### src/rtl/pm_mem_arbiter.sv
// Single-port RAM arbiter: the ROM loader owns the RAM while a download is running;
// otherwise the CPU and PRC share it round-robin. Optional wait counters: `PM_ARB_STATS_EN.
module pm_mem_arbiter #(
  parameter int AW     = 21,
  parameter int DW     = 8,
  parameter int RD_LAT = 1
) (
  input  logic          clk_sys,
  input  logic          reset_n,
  input  logic          ld_active,
  input  logic          ld_req,
  input  logic [AW-1:0] ld_addr,
  input  logic [DW-1:0] ld_wdata,
  output logic          ld_gnt,
  input  logic          cpu_req,
  input  logic          cpu_we,
  input  logic [AW-1:0] cpu_addr,
  input  logic [DW-1:0] cpu_wdata,
  output logic          cpu_gnt,
  output logic          cpu_rvalid,
  input  logic          prc_req,
  input  logic [AW-1:0] prc_addr,
  output logic          prc_gnt,
  output logic          prc_rvalid,
  output logic [DW-1:0] rdata,
`ifdef PM_ARB_STATS_EN
  input  logic          stat_clr,
  output logic [15:0]   stat_cpu_wait,
  output logic [15:0]   stat_prc_wait,
`endif
  output logic          mem_en,
  output logic          mem_we,
  output logic [AW-1:0] mem_addr,
  output logic [DW-1:0] mem_wdata,
  input  logic [DW-1:0] mem_rdata
);

  typedef enum logic [1:0] {
    ST_RUN   = 2'd0,
    ST_LOAD  = 2'd1,
    ST_DRAIN = 2'd2
  } state_e;

  localparam logic OWN_CPU = 1'b0;
  localparam logic OWN_PRC = 1'b1;

  state_e              state_q, state_d;
  logic                rr_last_q, rr_last_d;
  logic [RD_LAT-1:0]   tag_vld_q;
  logic [RD_LAT-1:0]   tag_own_q;
  logic                cpu_rvalid_q, prc_rvalid_q;
  logic [DW-1:0]       rdata_q;

  logic                ld_gnt_s, cpu_gnt_s, prc_gnt_s;
  logic                issue_vld_s, issue_own_s;
  logic                mem_en_s, mem_we_s;
  logic [AW-1:0]       mem_addr_s;
  logic [DW-1:0]       mem_wdata_s;

  // Grant selection, mode transitions and RAM port steering; nothing is granted while in reset.
  always_comb begin
    state_d     = state_q;
    rr_last_d   = rr_last_q;
    ld_gnt_s    = 1'b0;
    cpu_gnt_s   = 1'b0;
    prc_gnt_s   = 1'b0;
    issue_vld_s = 1'b0;
    issue_own_s = OWN_CPU;
    mem_en_s    = 1'b0;
    mem_we_s    = 1'b0;
    mem_addr_s  = '0;
    mem_wdata_s = '0;
    if (reset_n) begin
      case (state_q)
        ST_RUN: begin
          if (cpu_req && (!prc_req || (rr_last_q == OWN_PRC))) begin
            cpu_gnt_s = 1'b1;
          end else begin
            prc_gnt_s = prc_req;
          end
          if (ld_active) begin
            state_d = ST_LOAD;
          end else begin
            state_d = ST_RUN;
          end
        end
        ST_LOAD: begin
          ld_gnt_s = ld_req;
          if (!ld_active) begin
            state_d = ST_DRAIN;
          end else begin
            state_d = ST_LOAD;
          end
        end
        ST_DRAIN: begin
          if (tag_vld_q == '0) begin
            state_d = ST_RUN;
          end else begin
            state_d = ST_DRAIN;
          end
        end
        default: state_d = ST_RUN;
      endcase
    end else begin
      state_d = ST_RUN;
    end

    if (ld_gnt_s) begin
      mem_en_s    = 1'b1;
      mem_we_s    = 1'b1;
      mem_addr_s  = ld_addr;
      mem_wdata_s = ld_wdata;
    end else if (cpu_gnt_s) begin
      mem_en_s    = 1'b1;
      mem_we_s    = cpu_we;
      mem_addr_s  = cpu_addr;
      mem_wdata_s = cpu_wdata;
      issue_vld_s = !cpu_we;
      issue_own_s = OWN_CPU;
      rr_last_d   = OWN_CPU;
    end else if (prc_gnt_s) begin
      mem_en_s    = 1'b1;
      mem_addr_s  = prc_addr;
      issue_vld_s = 1'b1;
      issue_own_s = OWN_PRC;
      rr_last_d   = OWN_PRC;
    end else begin
      mem_en_s    = 1'b0;
    end
  end

  // Mode and round-robin history.
  always_ff @(posedge clk_sys or negedge reset_n) begin
    if (!reset_n) begin
      state_q   <= ST_RUN;
      rr_last_q <= OWN_PRC;
    end else begin
      state_q   <= state_d;
      rr_last_q <= rr_last_d;
    end
  end

  // Read tags travel alongside the RAM latency so returned data reaches the right owner.
  always_ff @(posedge clk_sys or negedge reset_n) begin
    if (!reset_n) begin
      tag_vld_q <= '0;
      tag_own_q <= '0;
    end else begin
      tag_vld_q[0] <= issue_vld_s;
      tag_own_q[0] <= issue_own_s;
      for (int i = 1; i < RD_LAT; i++) begin
        tag_vld_q[i] <= tag_vld_q[i-1];
        tag_own_q[i] <= tag_own_q[i-1];
      end
    end
  end

  // Registered read return: one extra cycle after the RAM output, one owner at a time.
  always_ff @(posedge clk_sys or negedge reset_n) begin
    if (!reset_n) begin
      cpu_rvalid_q <= 1'b0;
      prc_rvalid_q <= 1'b0;
      rdata_q      <= '0;
    end else begin
      cpu_rvalid_q <= tag_vld_q[RD_LAT-1] && (tag_own_q[RD_LAT-1] == OWN_CPU);
      prc_rvalid_q <= tag_vld_q[RD_LAT-1] && (tag_own_q[RD_LAT-1] == OWN_PRC);
      if (tag_vld_q[RD_LAT-1]) begin
        rdata_q <= mem_rdata;
      end
    end
  end

`ifdef PM_ARB_STATS_EN
  logic [15:0] stat_cpu_q, stat_prc_q;

  // Saturating wait counters; a clear pulse beats a same-cycle increment.
  always_ff @(posedge clk_sys or negedge reset_n) begin
    if (!reset_n) begin
      stat_cpu_q <= 16'd0;
      stat_prc_q <= 16'd0;
    end else if (stat_clr) begin
      stat_cpu_q <= 16'd0;
      stat_prc_q <= 16'd0;
    end else begin
      if ((state_q == ST_RUN) && cpu_req && !cpu_gnt_s && (stat_cpu_q != 16'hFFFF)) begin
        stat_cpu_q <= stat_cpu_q + 16'd1;
      end
      if ((state_q == ST_RUN) && prc_req && !prc_gnt_s && (stat_prc_q != 16'hFFFF)) begin
        stat_prc_q <= stat_prc_q + 16'd1;
      end
    end
  end

  assign stat_cpu_wait = stat_cpu_q;
  assign stat_prc_wait = stat_prc_q;
`endif

  assign ld_gnt     = ld_gnt_s;
  assign cpu_gnt    = cpu_gnt_s;
  assign prc_gnt    = prc_gnt_s;
  assign cpu_rvalid = cpu_rvalid_q;
  assign prc_rvalid = prc_rvalid_q;
  assign rdata      = rdata_q;
  assign mem_en     = mem_en_s;
  assign mem_we     = mem_we_s;
  assign mem_addr   = mem_addr_s;
  assign mem_wdata  = mem_wdata_s;

endmodule

### config.mk
export PLATFORM = sky130hd
export DESIGN_NAME = pm_mem_arbiter
export DESIGN_NICKNAME = d
export VERILOG_FILES = /design/src/rtl/pm_mem_arbiter.sv
export SDC_FILE = /design/constraint.sdc
export NUM_CORES = 1
export LEC_CHECK = 0
export BUFFER_PORTS_ARGS = -buffer_cell sky130_fd_sc_hd__buf_4
export CORE_MARGIN = 2
export CORE_UTILIZATION = 33
export CTS_BUF_LIST = sky130_fd_sc_hd__clkbuf_2 sky130_fd_sc_hd__clkbuf_4 sky130_fd_sc_hd__clkbuf_8
export DETAILED_ROUTE_END_ITERATION = 6
export PLACE_DENSITY = 0.89
export SKIP_CTS_REPAIR_TIMING = 1
export SLEW_MARGIN = 0
export SYNTH_ARGS = -nofsm -noshare
export SYNTH_HDL_FRONTEND = slang
export SYNTH_SLANG_ARGS = --single-unit
### constraint.sdc
create_clock -name clk_sys -period 1.9 [get_ports clk_sys]
set_clock_uncertainty 0.15 [all_clocks]
set_input_delay 0.095 -clock clk_sys [delete_from_list [all_inputs] [get_ports clk_sys]]
set_output_delay 0.095 -clock clk_sys [all_outputs]
set_load 0.1 [all_outputs]
# After elaboration in Yosys (flattened, before gate mapping)
# Cells that the tools add are included.
[word_totals] regBits=15 latchBits=0 mem_bits_rw=0 mem_bits_ro=0 out_inout_bits=44 n_memories=0
[op_classes] addsub=0 multipliers=0 n_div=0 order_cmp=0 n_eq_ne=2 shift=0 n_mux=29 bitwise=2 reduce_logical=9
[op_table] cell="$mux W21" n=3
[op_table] cell="$mux W1" n=20
[op_table] cell="$mux W8" n=2
[op_table] cell="$mux W2" n=3
[op_table] cell="$pmux W2 S3" n=1
[op_table] cell="$logic_and A1 B1 Y1" n=3
[op_table] cell="$eq A2 B1 Y1 const B" n=1
[op_table] cell="$eq A2 B2 Y1 const B" n=1
[op_table] cell="$logic_not A1 Y1" n=2
[op_table] cell="$logic_not A2 Y1" n=1
[op_table] cell="$not A1 Y1" n=2
[op_table] cell="$reduce_and A2 Y1" n=1
[op_table] cell="$reduce_bool A2 Y1" n=1
[op_table] cell="$logic_or A1 B1 Y1" n=1

# Depth between registers and ports, before layout
# Gate-level depths: netlist of the first run.
[depth] depth_word=9 depth_mapped=5

# Worst setup path before layout of the first run
# OpenSTA, ideal clock, no wires.
[synth_path] kind="register to output" from="reg state_q[0]" to="out mem_en" arrival_time_ns=3.621 required_time_ns=1.655 path_slack_ns=-1.966 stages_incl_launch_ff=3 n_path_buf=0 cell_sequence="dfrtp_1 > nor2b_1 > nor4b_1"
[synth_via] elab_chain_len=6
[synth_rtl] item="start, declared" line_no="47" rtl="state_e state_q, state_d;"
[synth_rtl] item="start signal, assigned" line_no="138" rtl="state_q <= state_d;"
[synth_rtl] item="$logic_not A2 Y1" line_no="74" rtl="case (state_q)"
[synth_rtl] item="$mux W1" line_no="74"
[synth_rtl] item="$mux W1" line_no="73" rtl="if (reset_n) begin"
[synth_rtl] item="$mux W1" line_no="121" rtl="end else if (prc_gnt_s) begin"
[synth_rtl] item="$mux W1" line_no="113" rtl="end else if (cpu_gnt_s) begin"
[synth_rtl] item="$mux W1 *" line_no="108" rtl="if (ld_gnt_s) begin"
[synth_rtl] item="end, declared" line_no="31" rtl="output logic mem_en,"
# Mark *: on every way between the ends. The rest lies on a longest branch, timed or not.

# Worst setup path in the final report of the first run
[layout_path] from="reg state_q[0]" to="out mem_addr[0]"
[layout_via] elab_chain_len=6
[layout_rtl] item="$logic_not A2 Y1" line_no="74"
[layout_rtl] item="$mux W1" line_no="74"
[layout_rtl] item="$mux W1" line_no="73"
[layout_rtl] item="$mux W21" line_no="121"
[layout_rtl] item="$mux W21" line_no="113"
[layout_rtl] item="$mux W21 *" line_no="108"
[layout_rtl] item="end, declared" line_no="33" rtl="output logic [AW-1:0] mem_addr,"
# Marked as above.

==> summary.md, run 1 <==
* initial detailed-routing violation count: 93
* Max clock buf depth: 2
* transition time at the pin with the least slew margin: 585 ps
* data required time of the critical path: 1650 ps
* fraction of registers with async set or reset after synthesis: 1.00
* Die X: 62.0 um
* floorplan die height: 62.0 um
* initial antenna violation count: 0
* pin count of the biggest net entering global routing: 32
* Initial Util: 0.338
* post-CTS clock slew at the launch and capture registers of the worst setup and hold paths: 100 ps
* Slew Limit Fails: 0
* area share of the largest cell type after synthesis: 0.316
* WP data arrival: 1910 ps
* global-route wire length before repair: 6.18 mm
* sum of net half-perimeters after detailed placement: 3.87 mm
* global routing usage summed across all routing layers: 0.221
* clock latency at the later pin of the worst-skew pair: 290 ps
* routed wire length: 7.31 mm
* most used flip-flop cell after synthesis: sky130_fd_sc_hd__dfrtp_1
* cell repeated most along the worst path: sky130_fd_sc_hd__buf_12
* number of enable flip-flop cells after synthesis: 0
* cell type with the largest total area after synthesis: sky130_fd_sc_hd__dfrtp_1
* number of inserted diodes: 0
* post-route worst setup slack: -260 ps
* startpoint of the most critical setup path: state_q[0]
* max-capacitance violation count: 0
* total die area: 3840 sq um
* post-DR wirelength/cell: 24.0 um
* sinks on the clock net: 15
* Synth Net Count: 200
* number of vias after detailed routing: 1717
* final clock period utilization by the worst path: 1.14
* Max Fanout on Critical Path: 22
* Avg Synthesized Cell Area: 10.5 sq um
* number of failing hold endpoints at the final stage: 2
* unrepaired setup endpoints after global routing: yes
* Netlist cell types: 26
* warning count from the yosys run: 0
* GRT met3 Usage: 0.0580
* Post-Route Hold Slack: -559 ps
* Post-Place Setup Slack: 60.2 ps
* largest stage delay on the critical path: 460 ps
* reg2reg path depth: 4
* category of the worst setup path launch point: flip-flop
* critical register-to-register path endpoint: rr_last_q
* sequential share of power: 0.200
* FF+latch count, synth: 15
* critical path, cell by cell: or3b_4, nor2_4, buf_12, a221o_2, buf_12
* GR Layer Usage met2: 0.427
* count of standard-cell rows: 21
* clock root buffer: sky130_fd_sc_hd__clkbuf_4
* VDD IR-drop max: 0.940 mV
* power per standard cell area: 691 nW/um^2
* Period minus WS final: 2160 ps
* number of global-route vias before repair: 1396
* area growth from synthesis to layout: 171%
* IO buf count: 137
* core region area: 3280 sq um
* violations in the final reports: negative hold slack, negative setup slack
* layer with the highest usage: met2
* ports placed on the boundary: 138
* Cells after Synth: 106
* r2r setup slk: 450 ps
* count leader, synth: sky130_fd_sc_hd__and2_1
* cell types occupying the most area after synthesis: sky130_fd_sc_hd__dfrtp_1, sky130_fd_sc_hd__a221o_1, sky130_fd_sc_hd__and2_1
* Max Clock Freq: 463 MHz
* Routability Congestion: 0.726
* critical path class: reg -> out
* sequential-to-total area share from yosys stat: 0.339
* Fillers: 116
* source of the worst register-to-register timing path: state_q[0]
* Final Net Count: 354
* combinational share of power: 0.711
* share of total power in the clock network: 0.089
* Max stage delay cell, worst path: sky130_fd_sc_hd__dfrtp_1
* Critical Path End: mem_addr[0]
* Commonest cells post-synth: sky130_fd_sc_hd__and2_1, sky130_fd_sc_hd__a221o_1, sky130_fd_sc_hd__dfrtp_1, sky130_fd_sc_hd__a22o_1, sky130_fd_sc_hd__mux2_2
* number of nets with antenna violations after detailed routing: 0
* status: complete, but fails checks
* GRT Residual Overflow: 0
* CTS tree: built
* worst-case headroom to the max-slew limit: 0.608
* combined area of all synthesized cells: 1110 sq um
* Post-route DRC: 0
* share of post-route cells with drive strength above 1: 0.776
* fraction of power spent switching nets: 0.525
* path type of the worst min-delay path: in -> async
* total iterations of the first detailed-routing run: 5
* total clock buffers created by CTS: 3
* Crit. End Element: output port
* switching component of the power: 1090 uW
* static leakage: 0.00146 uW
* maximum level of the CTS H-tree: 1
* count of final setup violators: 31
* routing usage on met1: 0.223
* internal power of the cells: 986 uW
* mean number of vias per cell: 5.63
[power by group through the flow]
stage / clock network, uW / logic, uW / registers, uW
2_1_floorplan: 0 / 611 / 718
3_3_place_gp: 0 / 1250 / 410
3_5_place_dp: 0 / 1260 / 413
4_1_cts: 183 / 1260 / 408
5_1_grt: 201 / 1510 / 421
6_report: 184 / 1480 / 416
[registers in the layout, summed over array words and instances (netlist names)]
signal      cells
state_q         2
tag_vld_q       1
cpu_rvalid      1
rdata           8
prc_rvalid      1
rr_last_q       1
tag_own_q       1
[layer usage]
layer | up-vias | part of all wire | wire length (um)
li1 | 723 | - | -
met1 | 839 | 0.33 | 2410
met2 | 121 | 0.53 | 3880
met3 | 34 | 0.093 | 683
met4 | 0 | 0.047 | 342
met5 | - | 0 | 0
[critical path, delay by kind of cell (launching register included)]
kind / cells / cell delay [ps]
AND/OR/NAND/NOR: 2 / 590
flip-flops: 1 / 460
buffers and inverters: 2 / 360
AO/OA/AOI/OAI: 1 / 210
[through the flow]
| stage | cell area (sq um) | utilization | instances | total power [uW] | TNS (ps) |
|---|---|---|---|---|---|
| global placement | 2420 | 0.737 | 287 | 1660 | 0 |
| finish | 3000 | 0.915 | 305 | 2080 | -5830 |
| detailed placement | 2420 | 0.737 | 287 | 1670 | 0 |
| CTS | 2450 | 0.745 | 291 | 1850 | -7360 |
| floorplan | 1320 | - | 106 | 1330 | -593 |
| global route | 3000 | 0.915 | 305 | 2130 | -7230 |
[cells in the final DEF (no fill, tap or decap), types with 6 or more instances in the layout]
master and n:
sky130_fd_sc_hd__a22o_4 8, sky130_fd_sc_hd__a221o_2 12, sky130_fd_sc_hd__mux2_2 8, sky130_fd_sc_hd__buf_4 109, sky130_fd_sc_hd__buf_12 33, sky130_fd_sc_hd__and2_1 16, sky130_fd_sc_hd__dlygate4sd3_1 13, sky130_fd_sc_hd__a221o_4 9
sky130_fd_sc_hd__dfrtp_1 14, sky130_fd_sc_hd__and2_4 6
[final cells by class]
cell class	count	area, sq um	area share
clock inverter	1	5.00	0.00167
clock buffer	3	22.5	0.00750
sequential	15	377	0.125
tap	46	57.6	0.0192
timing repair buffer	159	1660	0.552
multi-input combinational	81	885	0.294
[cell families after synthesis]
logic type,synth area share
buf+inv,0.0665
flops,0.339
mux,0.0812
compound gates,0.284
simple gates,0.229
[how the worst min path moves through the flow]
| stage | from | to | slack, ps | depth (start not counted) |
|---|---|---|---|---|
| 3_3_place_gp | reset_n | state_q[0] | -260 | 1 |
| 3_5_place_dp | reset_n | state_q[1] | -260 | 1 |
| 6_report | reset_n | state_q[0] | -560 | 1 |
| 5_1_grt | reset_n | state_q[1] | -570 | 1 |
| 4_1_cts | reset_n | state_q[0] | -560 | 1 |
| 2_1_floorplan | reset_n | cpu_rvalid | -350 | 0 |
Note: power is estimated with default switching activity, not from simulation.
==> run 2, diff against run 1 <==
==> config.mk (replaced) <==
export PLATFORM = sky130hd
export DESIGN_NAME = pm_mem_arbiter
export DESIGN_NICKNAME = d
export VERILOG_FILES = /design/src/rtl/pm_mem_arbiter.sv
export SDC_FILE = /design/constraint.sdc
export NUM_CORES = 1
export LEC_CHECK = 0
export ABC_CLOCK_PERIOD_IN_PS = 1900
export BUFFER_PORTS_ARGS = -buffer_cell sky130_fd_sc_hd__buf_4
export CORE_MARGIN = 2
export CORE_UTILIZATION = 32
export DETAILED_ROUTE_END_ITERATION = 6
export PLACE_DENSITY = 0.87
export SETUP_SLACK_MARGIN = 0.3
export SKIP_CTS_REPAIR_TIMING = 1
export SLEW_MARGIN = 0
export SYNTH_ARGS = -nofsm -noshare
export SYNTH_HDL_FRONTEND = slang
export SYNTH_SLANG_ARGS = --single-unit
==> run 2 against run 1 <==
The flow now stops in global routing (5_1_grt); synthesized area unchanged; synthesized cell count unchanged.
==> summary.md, run 2 <==
* Routability Congestion: 0.835
* Cells after Synth: 106
* count leader, synth: sky130_fd_sc_hd__and2_1
* area share of the largest cell type after synthesis: 0.316
* Die X: 62.9 um
* count of standard-cell rows: 21
* Netlist cell types: 26
* Worst EP kind: top-level output
* pin count of the biggest net entering global routing: 24
* sequential-to-total area share from yosys stat: 0.339
* maximum level of the CTS H-tree: 1
* floorplan die height: 62.9 um
* worst endpoint from the post-global-route timing repair: mem_addr[0]
* cell type with the largest total area after synthesis: sky130_fd_sc_hd__dfrtp_1
* Avg Synthesized Cell Area: 10.5 sq um
* IO buf count: 137
* warning count from the yosys run: 0
* number of enable flip-flop cells after synthesis: 0
* fraction of registers with async set or reset after synthesis: 1.00
* initial antenna violation count: 0
* error that halted the flow: [ERROR DPL-0033] detailed placement checks failed during check placement.
* most used flip-flop cell after synthesis: sky130_fd_sc_hd__dfrtp_1
* ports placed on the boundary: 138
* total clock buffers created by CTS: 3
* FF+latch count, synth: 15
* sum of net half-perimeters after detailed placement: 3.88 mm
* clock root buffer: sky130_fd_sc_hd__clkbuf_4
* status: did not finish
* Max clock buf depth: 2
* sinks on the clock net: 15
* terminating stage of the flow: global routing (5_1_grt)
* Initial Util: 0.333
* combined area of all synthesized cells: 1110 sq um
* cell types occupying the most area after synthesis: sky130_fd_sc_hd__dfrtp_1, sky130_fd_sc_hd__a221o_1, sky130_fd_sc_hd__and2_1
* Synth Net Count: 200
* Commonest cells post-synth: sky130_fd_sc_hd__and2_1, sky130_fd_sc_hd__a221o_1, sky130_fd_sc_hd__dfrtp_1, sky130_fd_sc_hd__a22o_1, sky130_fd_sc_hd__mux2_2
run 2: logic make-up after synthesis:
kind of cell,synth area share
flops,0.339
mux,0.0812
buf+inv,0.0665
simple gates,0.229
compound gates,0.284
run 2: metrics by stage:
stage	std cells	setup slack (ps)	instance area [sq um]	utilization
after CTS	294	-258	2590	0.777
after floorplan	106	43.7	1470	-
after detailed placement	290	64.0	2570	0.769
after global placement	290	88.6	2570	0.769
==> run 3, diff against run 2 <==
--- a/config.mk
+++ b/config.mk
@@ -7,11 +7,10 @@
 export LEC_CHECK = 0
 export ABC_CLOCK_PERIOD_IN_PS = 1900
 export BUFFER_PORTS_ARGS = -buffer_cell sky130_fd_sc_hd__buf_4
-export CORE_MARGIN = 2
-export CORE_UTILIZATION = 32
+export CORE_AREA = 2 2 63 65
 export DETAILED_ROUTE_END_ITERATION = 6
-export PLACE_DENSITY = 0.87
-export SETUP_SLACK_MARGIN = 0.3
+export DIE_AREA = 0 0 65 67
+export PLACE_DENSITY_LB_ADDON = 0.15
 export SKIP_CTS_REPAIR_TIMING = 1
 export SLEW_MARGIN = 0
 export SYNTH_ARGS = -nofsm -noshare
==> run 3 against run 2 <==
The flow now finishes, with violations (negative hold slack, negative setup slack).
==> summary.md, run 3 (synthesized netlist as in run 1, its figures left out) <==
* largest stage delay on the critical path: 410 ps
* post-route total power: 2090 uW
* Post-Route Hold Slack: -484 ps
* ports placed on the boundary: 138
* Crit. End Element: output port
* Period minus WS final: 2060 ps
* count of final setup violators: 22
* Critical Path End: mem_addr[18]
* total die area: 4360 sq um
* startpoint of the most critical setup path: state_q[0]
* critical path class: reg -> out
* initial detailed-routing violation count: 97
* Crit path max-delay family: simple AND/OR/NAND/NOR gates
* max-capacitance violation count: 0
* violations in the final reports: negative hold slack, negative setup slack
* transition time at the pin with the least slew margin: 429 ps
* post-route worst setup slack: -157 ps
* area growth from synthesis to layout: 171%
* IO buf count: 137
* CP Depth: 5
* clock latency at the later pin of the worst-skew pair: 230 ps
* crit path buf inv count: 2
* number of global-route vias before repair: 1322
* Final Net Count: 353
* unrepaired setup endpoints after global routing: yes
* routed wire length: 5.49 mm
* Max Fanout on Critical Path: 31
* floorplan die height: 67 um
* post-CTS clock slew at the launch and capture registers of the worst setup and hold paths: 50 ps
* initial antenna violation count: 0
* sum of net half-perimeters after detailed placement: 3.66 mm
* number of vias after detailed routing: 1513
* Max stage delay cell, worst path: sky130_fd_sc_hd__dfrtp_1
* CTS tree: built
* total iterations of the first detailed-routing run: 4
* leading cell type in the layout, fill and taps excluded: sky130_fd_sc_hd__buf_4
* number of flip-flops in the largest register: 8
* Post-route DRC: 0
* critical path, cell by cell: and4b_1, buf_12, and2_1, a221o_4, buf_12
* count of standard-cell rows: 22
* path type of the worst min-delay path: in -> async
* pin count of the biggest net entering global routing: 32
* detailed-routing wirelength on met1: 2.06 mm
* global-route wire length before repair: 6.49 mm
* total clock buffers created by CTS: 3
* worst-case headroom to the max-slew limit: 0.713
* mean number of vias per cell: 4.94
* Max Clock Freq: 486 MHz
* maximum level of the CTS H-tree: 1
* GRT Residual Overflow: 0
* length of routed met2 wiring: 3.02 mm
* cell repeated most along the worst path: sky130_fd_sc_hd__buf_12
* total negative slack: -2200 ps
* clock root buffer: sky130_fd_sc_hd__clkbuf_8
* post-DR wirelength/cell: 17.9 um
* reg2reg path depth: 4
* core region area: 3610 sq um
* top routing layer in use: met3
* number of failing hold endpoints at the final stage: 8
* category of the worst setup path launch point: flip-flop
* VDD IR-drop max: 0.694 mV
* post-route non-filler standard cell count: 306
* met3 WL post-DR: 412 um
* number of inserted diodes: 0
* WP data arrival: 1810 ps
* Die X: 65 um
* share of post-route cells with drive strength above 1: 0.764
* static leakage: 0.00145 uW
* critical register-to-register path endpoint: rr_last_q
* sinks on the clock net: 15
* global routing usage summed across all routing layers: 0.186
* Initial Util: 0.308
* number of nets with antenna violations after detailed routing: 0
* most frequent cells in the layout: sky130_fd_sc_hd__buf_4, sky130_fd_sc_hd__buf_12, sky130_fd_sc_hd__and2_1
* placed cell count: 288
* Slew Limit Fails: 0
* Routability Congestion: 0.717
* Max clock buf depth: 2
* source of the worst register-to-register timing path: state_q[1]
* data required time of the critical path: 1650 ps
* power per standard cell area: 696 nW/um^2
* r2r setup slk: 530 ps
* final clock period utilization by the worst path: 1.08
* status: complete, but fails checks
==> run 3: layer usage <==
layer | vias to the layer above | GRT usage
met5 | - | 0
met4 | 0 | 0.0160
met3 | 0 | 0.0338
met2 | 68 | 0.338
met1 | 724 | 0.238
li1 | 721 | -
==> run 3: where the power goes <==
part,internal [uW],switching (uW),total (uW)
Sequential,375,31.0,405
Combinational,531,916,1450
Clock,148,91.1,239
==> run 3: worst min-delay path by stage <==
stage / startpoint / endpoint / slack, ps / depth (start not counted)
finish: reset_n / state_q[0] / -480 / 1
global route: reset_n / state_q[0] / -480 / 1
CTS: reset_n / state_q[0] / -480 / 1
detailed placement: reset_n / tag_own_q / -230 / 1
global placement: reset_n / tag_own_q / -230 / 1
floorplan: reset_n / cpu_rvalid / -350 / 0
==> run 3: metrics by stage <==
| step | setup WS, ps | util | instance area (sq um) |
|---|---|---|---|
| 2_1_floorplan | -593 | - | 1320 |
| 4_1_cts | -217 | 0.682 | 2460 |
| 5_1_grt | -195 | 0.833 | 3000 |
| 3_5_place_dp | 46.4 | 0.670 | 2410 |
| 6_report | -157 | 0.833 | 3000 |
| 3_3_place_gp | 60.7 | 0.670 | 2410 |
==> run 3: final cells by class <==
type                            instances  area [sq um]
Clock buffer                            4          45.0
Fill cell                             205           603
Multi-Input combinational cell         81           872
Sequential cell                        15           378
Tap cell                               48          60.1
Timing Repair Buffer                  158          1650
